--- src/rtl/mips_md_pkg.sv ---
// rtl/mips_md_pkg.sv - shared op/state encodings and data width for the multiply/divide unit
package mips_md_pkg;

    localparam int MD_DATA_W = 32;

    typedef enum logic [2:0] {
        MD_MULT  = 3'd0,
        MD_MULTU = 3'd1,
        MD_DIV   = 3'd2,
        MD_DIVU  = 3'd3,
        MD_MTHI  = 3'd4,
        MD_MTLO  = 3'd5
    } md_op_e;

    typedef enum logic [1:0] {
        MD_IDLE = 2'd0,
        MD_RUN  = 2'd1,
        MD_FIN  = 2'd2
    } md_state_e;

endpackage

--- src/rtl/md_sign_fix.sv ---
// rtl/md_sign_fix.sv - conditional two's-complement negate of an N-bit value
module md_sign_fix #(
    parameter int N = 32
) (
    input  logic         neg,
    input  logic [N-1:0] a,
    output logic [N-1:0] y
);

    assign y = neg ? (~a + N'(1)) : a;

endmodule

--- src/rtl/mult_div_unit.sv ---
// rtl/mult_div_unit.sv - iterative shift-add multiplier / restoring divider with HI/LO registers
module mult_div_unit
    import mips_md_pkg::*;
#(
    parameter int N = MD_DATA_W
) (
    input  logic         clk,
    input  logic         rst,
    input  logic         Start,
    input  logic [2:0]   Op,
    input  logic [N-1:0] OperandA,
    input  logic [N-1:0] OperandB,
    output logic         Busy,
    output logic         Done,
    output logic         DivByZero,
    output logic [N-1:0] HI,
    output logic [N-1:0] LO
);

    localparam int CW = $clog2(N);

    md_state_e     state, nextState;
    logic [CW-1:0] count;
    logic [N:0]    accReg;
    logic [N-1:0]  shReg;
    logic [N-1:0]  opnd;
    logic          isMultReg, divZeroReg, negHi, negLo;

    logic          isMultOp, isDivOp, signedOp, startMd, divZero;
    logic [N-1:0]  magA, magB, hiRaw, hiFixed, loFixed;
    logic [N:0]    addSum, mulSum, divShift;
    logic          divGeq;

    assign isMultOp = (Op == MD_MULT) || (Op == MD_MULTU);
    assign isDivOp  = (Op == MD_DIV)  || (Op == MD_DIVU);
    assign signedOp = (Op == MD_MULT) || (Op == MD_DIV);
    assign startMd  = Start && (state == MD_IDLE) && (isMultOp || isDivOp);
    assign divZero  = isDivOp && (OperandB == '0);
    assign Busy     = (state != MD_IDLE);

    md_sign_fix #(.N(N)) uFixA  (.neg(signedOp & OperandA[N-1]), .a(OperandA), .y(magA));
    md_sign_fix #(.N(N)) uFixB  (.neg(signedOp & OperandB[N-1]), .a(OperandB), .y(magB));

    // Negating a 2N product with N-bit negators: -{H,L} = {-(H + (L!=0)), -L}.
    assign hiRaw = accReg[N-1:0] + {{(N-1){1'b0}}, isMultReg & negLo & (|shReg)};

    md_sign_fix #(.N(N)) uFixHi (.neg(negHi), .a(hiRaw),  .y(hiFixed));
    md_sign_fix #(.N(N)) uFixLo (.neg(negLo), .a(shReg),  .y(loFixed));

    assign addSum   = accReg + {1'b0, opnd};
    assign mulSum   = shReg[0] ? addSum : accReg;
    assign divShift = {accReg[N-1:0], shReg[N-1]};
    assign divGeq   = (divShift >= {1'b0, opnd});

    always_ff @(posedge clk or negedge rst) begin
        if (!rst) begin
            state <= MD_IDLE;
        end else begin
            state <= nextState;
        end
    end

    always_comb begin
        nextState = state;
        case (state)
            MD_IDLE: if (startMd) nextState = divZero ? MD_FIN : MD_RUN;
            MD_RUN:  if (count == CW'(N-1)) nextState = MD_FIN;
            MD_FIN:  nextState = MD_IDLE;
            default: nextState = MD_IDLE;
        endcase
    end

    always_ff @(posedge clk or negedge rst) begin
        if (!rst) begin
            count      <= '0;
            accReg     <= '0;
            shReg      <= '0;
            opnd       <= '0;
            isMultReg  <= 1'b0;
            divZeroReg <= 1'b0;
            negHi      <= 1'b0;
            negLo      <= 1'b0;
            HI         <= '0;
            LO         <= '0;
            Done       <= 1'b0;
            DivByZero  <= 1'b0;
        end else begin
            Done      <= 1'b0;
            DivByZero <= 1'b0;
            case (state)
                MD_IDLE: begin
                    if (startMd) begin
                        count      <= '0;
                        accReg     <= '0;
                        isMultReg  <= isMultOp;
                        divZeroReg <= divZero;
                        // Multiply adds the multiplicand; divide subtracts the divisor.
                        opnd       <= isMultOp ? magA : magB;
                        shReg      <= isMultOp ? magB : magA;
                        negLo      <= signedOp & (OperandA[N-1] ^ OperandB[N-1]);
                        negHi      <= isMultOp ? signedOp & (OperandA[N-1] ^ OperandB[N-1])
                                               : signedOp & OperandA[N-1];
                    end else if (Start && Op == MD_MTHI) begin
                        HI <= OperandA;
                    end else if (Start && Op == MD_MTLO) begin
                        LO <= OperandA;
                    end
                end
                MD_RUN: begin
                    count <= count + CW'(1);
                    if (isMultReg) begin
                        accReg <= {1'b0, mulSum[N:1]};
                        shReg  <= {mulSum[0], shReg[N-1:1]};
                    end else begin
                        accReg <= divGeq ? (divShift - {1'b0, opnd}) : divShift;
                        shReg  <= {shReg[N-2:0], divGeq};
                    end
                end
                MD_FIN: begin
                    Done <= 1'b1;
                    if (divZeroReg) begin
                        DivByZero <= 1'b1;
                    end else begin
                        HI <= hiFixed;
                        LO <= loFixed;
                    end
                end
                default: ;
            endcase
        end
    end

endmodule
--- config.mk ---
export PLATFORM = sky130hd
export DESIGN_NAME = mult_div_unit
export DESIGN_NICKNAME = d
export VERILOG_FILES = /design/src/rtl/mips_md_pkg.sv /design/src/rtl/md_sign_fix.sv /design/src/rtl/mult_div_unit.sv
export SDC_FILE = /design/constraint.sdc
export NUM_CORES = 1
export LEC_CHECK = 0
export ABC_AREA = 1
export BUFFER_PORTS_ARGS = -buffer_cell sky130_fd_sc_hd__buf_2
export CORE_MARGIN = 4
export CORE_UTILIZATION = 57
export CTS_CLUSTER_SIZE = 20
export DETAILED_ROUTE_END_ITERATION = 8
export PLACE_DENSITY = 0.79
export SLEW_MARGIN = 25
export SYNTH_ARGS = -nofsm -noshare
export SYNTH_HDL_FRONTEND = slang
export SYNTH_HIERARCHICAL = 1
export SYNTH_SLANG_ARGS = --single-unit
--- constraint.sdc ---
create_clock -name clk -period 3.47 [get_ports clk]
set_input_delay 0.1735 -clock clk [delete_from_list [all_inputs] [get_ports clk]]
set_output_delay 0.1735 -clock clk [all_outputs]
set_load 0.03 [all_outputs]
==> results.json <==
{
  "start_kind": "register",
  "worstPathMaxFanout": 4,
  "h-tree-depth": 4,
  "multi_input_area_sq_um": 13400,
  "dieHeight_um": 193,
  "status": "complete, but fails checks",
  "maxCapViolCount": 0,
  "initialDrtViolationCount": 3045,
  "synthMuxAreaShare_pct": 3.70,
  "async_flop_share_pct": 100,
  "hp-start": "OperandA[0]",
  "synth_simple_gate_area_share_pct": 40.9,
  "syn_nets": 3390,
  "root_buffer": "clkbuf_16",
  "ys_types": 56,
  "grt_setup_unrepaired": "true",
  "final_cell_area_sq_um": 22500,
  "num_rows": 67,
  "crit_type": "reg -> reg",
  "synth_compound_area_share_pct": 12.7,
  "leakagePower_uw": 0.0119,
  "grt_max_degree": 105,
  "wl_per_cell_um": 19.9,
  "required_ns": 3.80,
  "end_kind": "register",
  "fin_util_pct": 66.8,
  "worstReg2RegStart": "shReg[26]",
  "setup_viol": 25,
  "synth_top_family_by_area": "simple AND/OR/NAND/NOR gates",
  "finalCritPeriodShare_pct": 107,
  "startpoint": "shReg[26]",
  "hp-class": "in -> reg",
  "core_region_area_sq_um": 33600,
  "io_pins": 137,
  "globalplace.congestion": 1.08,
  "first_global_vias": 20931,
  "worstMarginPinSlew_ns": 0.773,
  "cts_made_buffers": 17,
  "fmax_ghz": 0.269,
  "gr-total-overflow": 0,
  "vias": 22847,
  "hold_viol": 0,
  "arrival_ns": 4.04,
  "antenna_found_initial": 1,
  "firstDrtPassIters": 8,
  "die-area_sq_um": 37200,
  "clk_latency_ns": 0.45,
  "synthToLayoutAreaGrowth_pct": 15.4,
  "drv_slew": 0,
  "ys.flop_type": "dfrtp_1",
  "final-seq-area_sq_um": 4360,
  "period_needed_ns": 3.71,
  "synthAdderAreaFrac_pct": 4.83,
  "start_util_pct": 57.9,
  "io_buffers": 136,
  "synth-seq-cells": 174,
  "grt_pass1_wl_mm": 117,
  "die-width_um": 193,
  "viasPerCell": 5.84,
  "cts.path.max_buffers": 2,
  "violations": "setup timing",
  "drc": 0,
  "synth_edf_count": 0,
  "wirelength_mm": 77.7,
  "dp_hpwl_mm": 62.5,
  "slew_headroom_pct": 48.5,
  "syn_inst": 3246,
  "diodes": 0,
  "drive_above_1_share_pct": 16.2,
  "ir_drop_v": 0.000732,
  "skew_ns": 0.0178,
  "yosysSeqAreaShare_pct": 22.4,
  "clock_sinks": 174,
  "synth_area_sq_um": 19500,
  "grtUsageTotal_pct": 40.8,
  "power.density_nw_per_um2": 1150,
  "fin_nets": 3598,
  "dpl_worst_slack_ns": -0.304,
  "cts_tree": "built",
  "fin_ws_ns": -0.242,
  "clk_pin_slew_ns": 0.07,
  "synth.avg_cell_area_sq_um": 6.00,
  "fill_cells": 3121,
  "placed_cell_area_sq_um": 21400,
  "ys_warn_count": 6,
  "ant_nets": 0,
  "synth-xor-area-share_pct": 4.86
}
-- metal layers --
layer / vias up / wire (um) / GRT usage (%)
met5: - / 0 / 0
met4: 0 / 4160 / 18.4
met3: 238 / 10100 / 9.82
met2: 1442 / 32000 / 60.1
met1: 10461 / 31500 / 56.5
li1: 10706 / - / -
-- repair_timing --
item	CTS	global route
endpoints found under the hold margin	71	0
resized for setup	33	43
endpoints found under the setup margin	21	26
setup buffers	5	12
hold buffers	1	0
pin swaps	21	36
-- synthesized netlist by cell type (12+ instances only) --
library cell / number / area share, %
a21oi_1: 208 / 5.3
a31oi_1: 30 / 0.96
buf_2: 24 / 0.62
buf_4: 12 / 0.46
clkbuf_1: 59 / 1.1
dfrtp_1: 174 / 22
ha_1: 72 / 4.6
inv_1: 406 / 7.8
inv_2: 14 / 0.27
mux2_1: 43 / 2.5
mux2_2: 21 / 1.2
nand2_1: 1119 / 22
nand2_2: 21 / 0.68
nand3_1: 190 / 4.9
nand3b_1: 19 / 0.73
nand4_1: 29 / 0.93
nor2_1: 334 / 6.4
nor2_2: 41 / 1.3
nor2_4: 29 / 1.7
nor3_1: 14 / 0.36
o21ai_0: 168 / 4.3
xnor2_1: 58 / 2.6
xor2_1: 50 / 2.3
-- flip-flops by register name (all words and copies together) (netlist names) --
name / flops
divZeroReg: 1
accReg: 33
count: 5
Done: 1
state: 2
negLo: 1
HI: 32
opnd: 32
shReg: 32
isMultReg: 1
DivByZero: 1
LO: 32
negHi: 1
-- worst paths after layout --
kind	end	slack [ns]	cells past startpoint
max	HI[28]	-0.24	27
min	opnd[0]	0.14	3
max reg2reg	HI[28]	-0.24	27
min reg2reg	HI[2]	0.49	1
max in group asynchronous	DivByZero	2.33	3
min in group asynchronous	accReg[5]	0.27	2
-- critical path: stages, from the launching register on --
cell and delay, ns:
dfrtp_1 0.38, inv_2 0.05, nand4_1 0.14, nor4_4 0.08, a211oi_2 0.17, buf_4 0.18, ha_4 0.16, buf_6 0.10
nand3_4 0.07, nor3_4 0.17, nand3_2 0.13, nor2_4 0.13, nand3_4 0.13, nor3_4 0.29, nand3_2 0.12, xor2_2 0.18
buf_4 0.15, nor2_2 0.09, nand2_1 0.05, nor2_1 0.11, nand2_1 0.08, nand2_2 0.07, nand2_1 0.06, nand2_1 0.06
nand2_1 0.04, nand2_1 0.06, nand2_1 0.06, mux2_2 0.26
-- per-stage QoR --
stage	TNS, ns	hold slack [ns]	cells	power (uW)
global placement	-2.62	0.212	3865	22200
global route	-7.75	0.166	3915	27600
detailed placement	-4.66	0.228	3865	22600
CTS	-2.08	0.121	3902	24800
floorplan	-0.0534	-0.122	3246	16600
finish	-3.83	0.140	3915	25800
-- kinds of logic after synthesis --
kind of cell,after synthesis
muxes,64
adders and majority gates,74
xor gates and xnor gates,108
AOI/OAI and AO/OA,459
DFF,174
and+or+nand+nor,1842
buffers and inverters,525
-- layout make-up --
cell class,count,share of cell area (%)
Sequential cell,174,19.4
Inverter,425,7.22
Clock buffer,19,1.97
Clock inverter,13,0.780
Tap cell,448,2.50
Multi-Input combinational cell,2547,59.8
Timing Repair Buffer,289,8.35
-- where the power goes --
group          leakage, uW  switching, uW  total (uW)  internal, uW
registers          0.00208           1170        4240          3070
clock network     0.000301            931        2100          1170
logic              0.00951          13000       19500          6460
total               0.0119          15100       25800         10700
-- layout by cell type, fill, tap and decap left out, drive strengths merged, types with 3 or more instances in the layout --
cell type  netlist  final
a21oi          208    208
xnor2           58     58
a31oi           30     30
clkinv           1      4
mux2            64     64
ha              72     72
or2              4      4
nor3            19     19
dfrtp          174    174
nand2         1145   1145
buf             41    288
bufinv           0      3
nand4           30     30
nor2           409    409
and2             5      5
nand3b          19     19
o211ai           9      9
a21o             6      6
o21ai          187    187
nor4            10     10
clkbuf          59     19
xor2            50     50
nand3          197    197
inv            424    430
o21bai           8      8
Power figures use the tool's default switching activity.
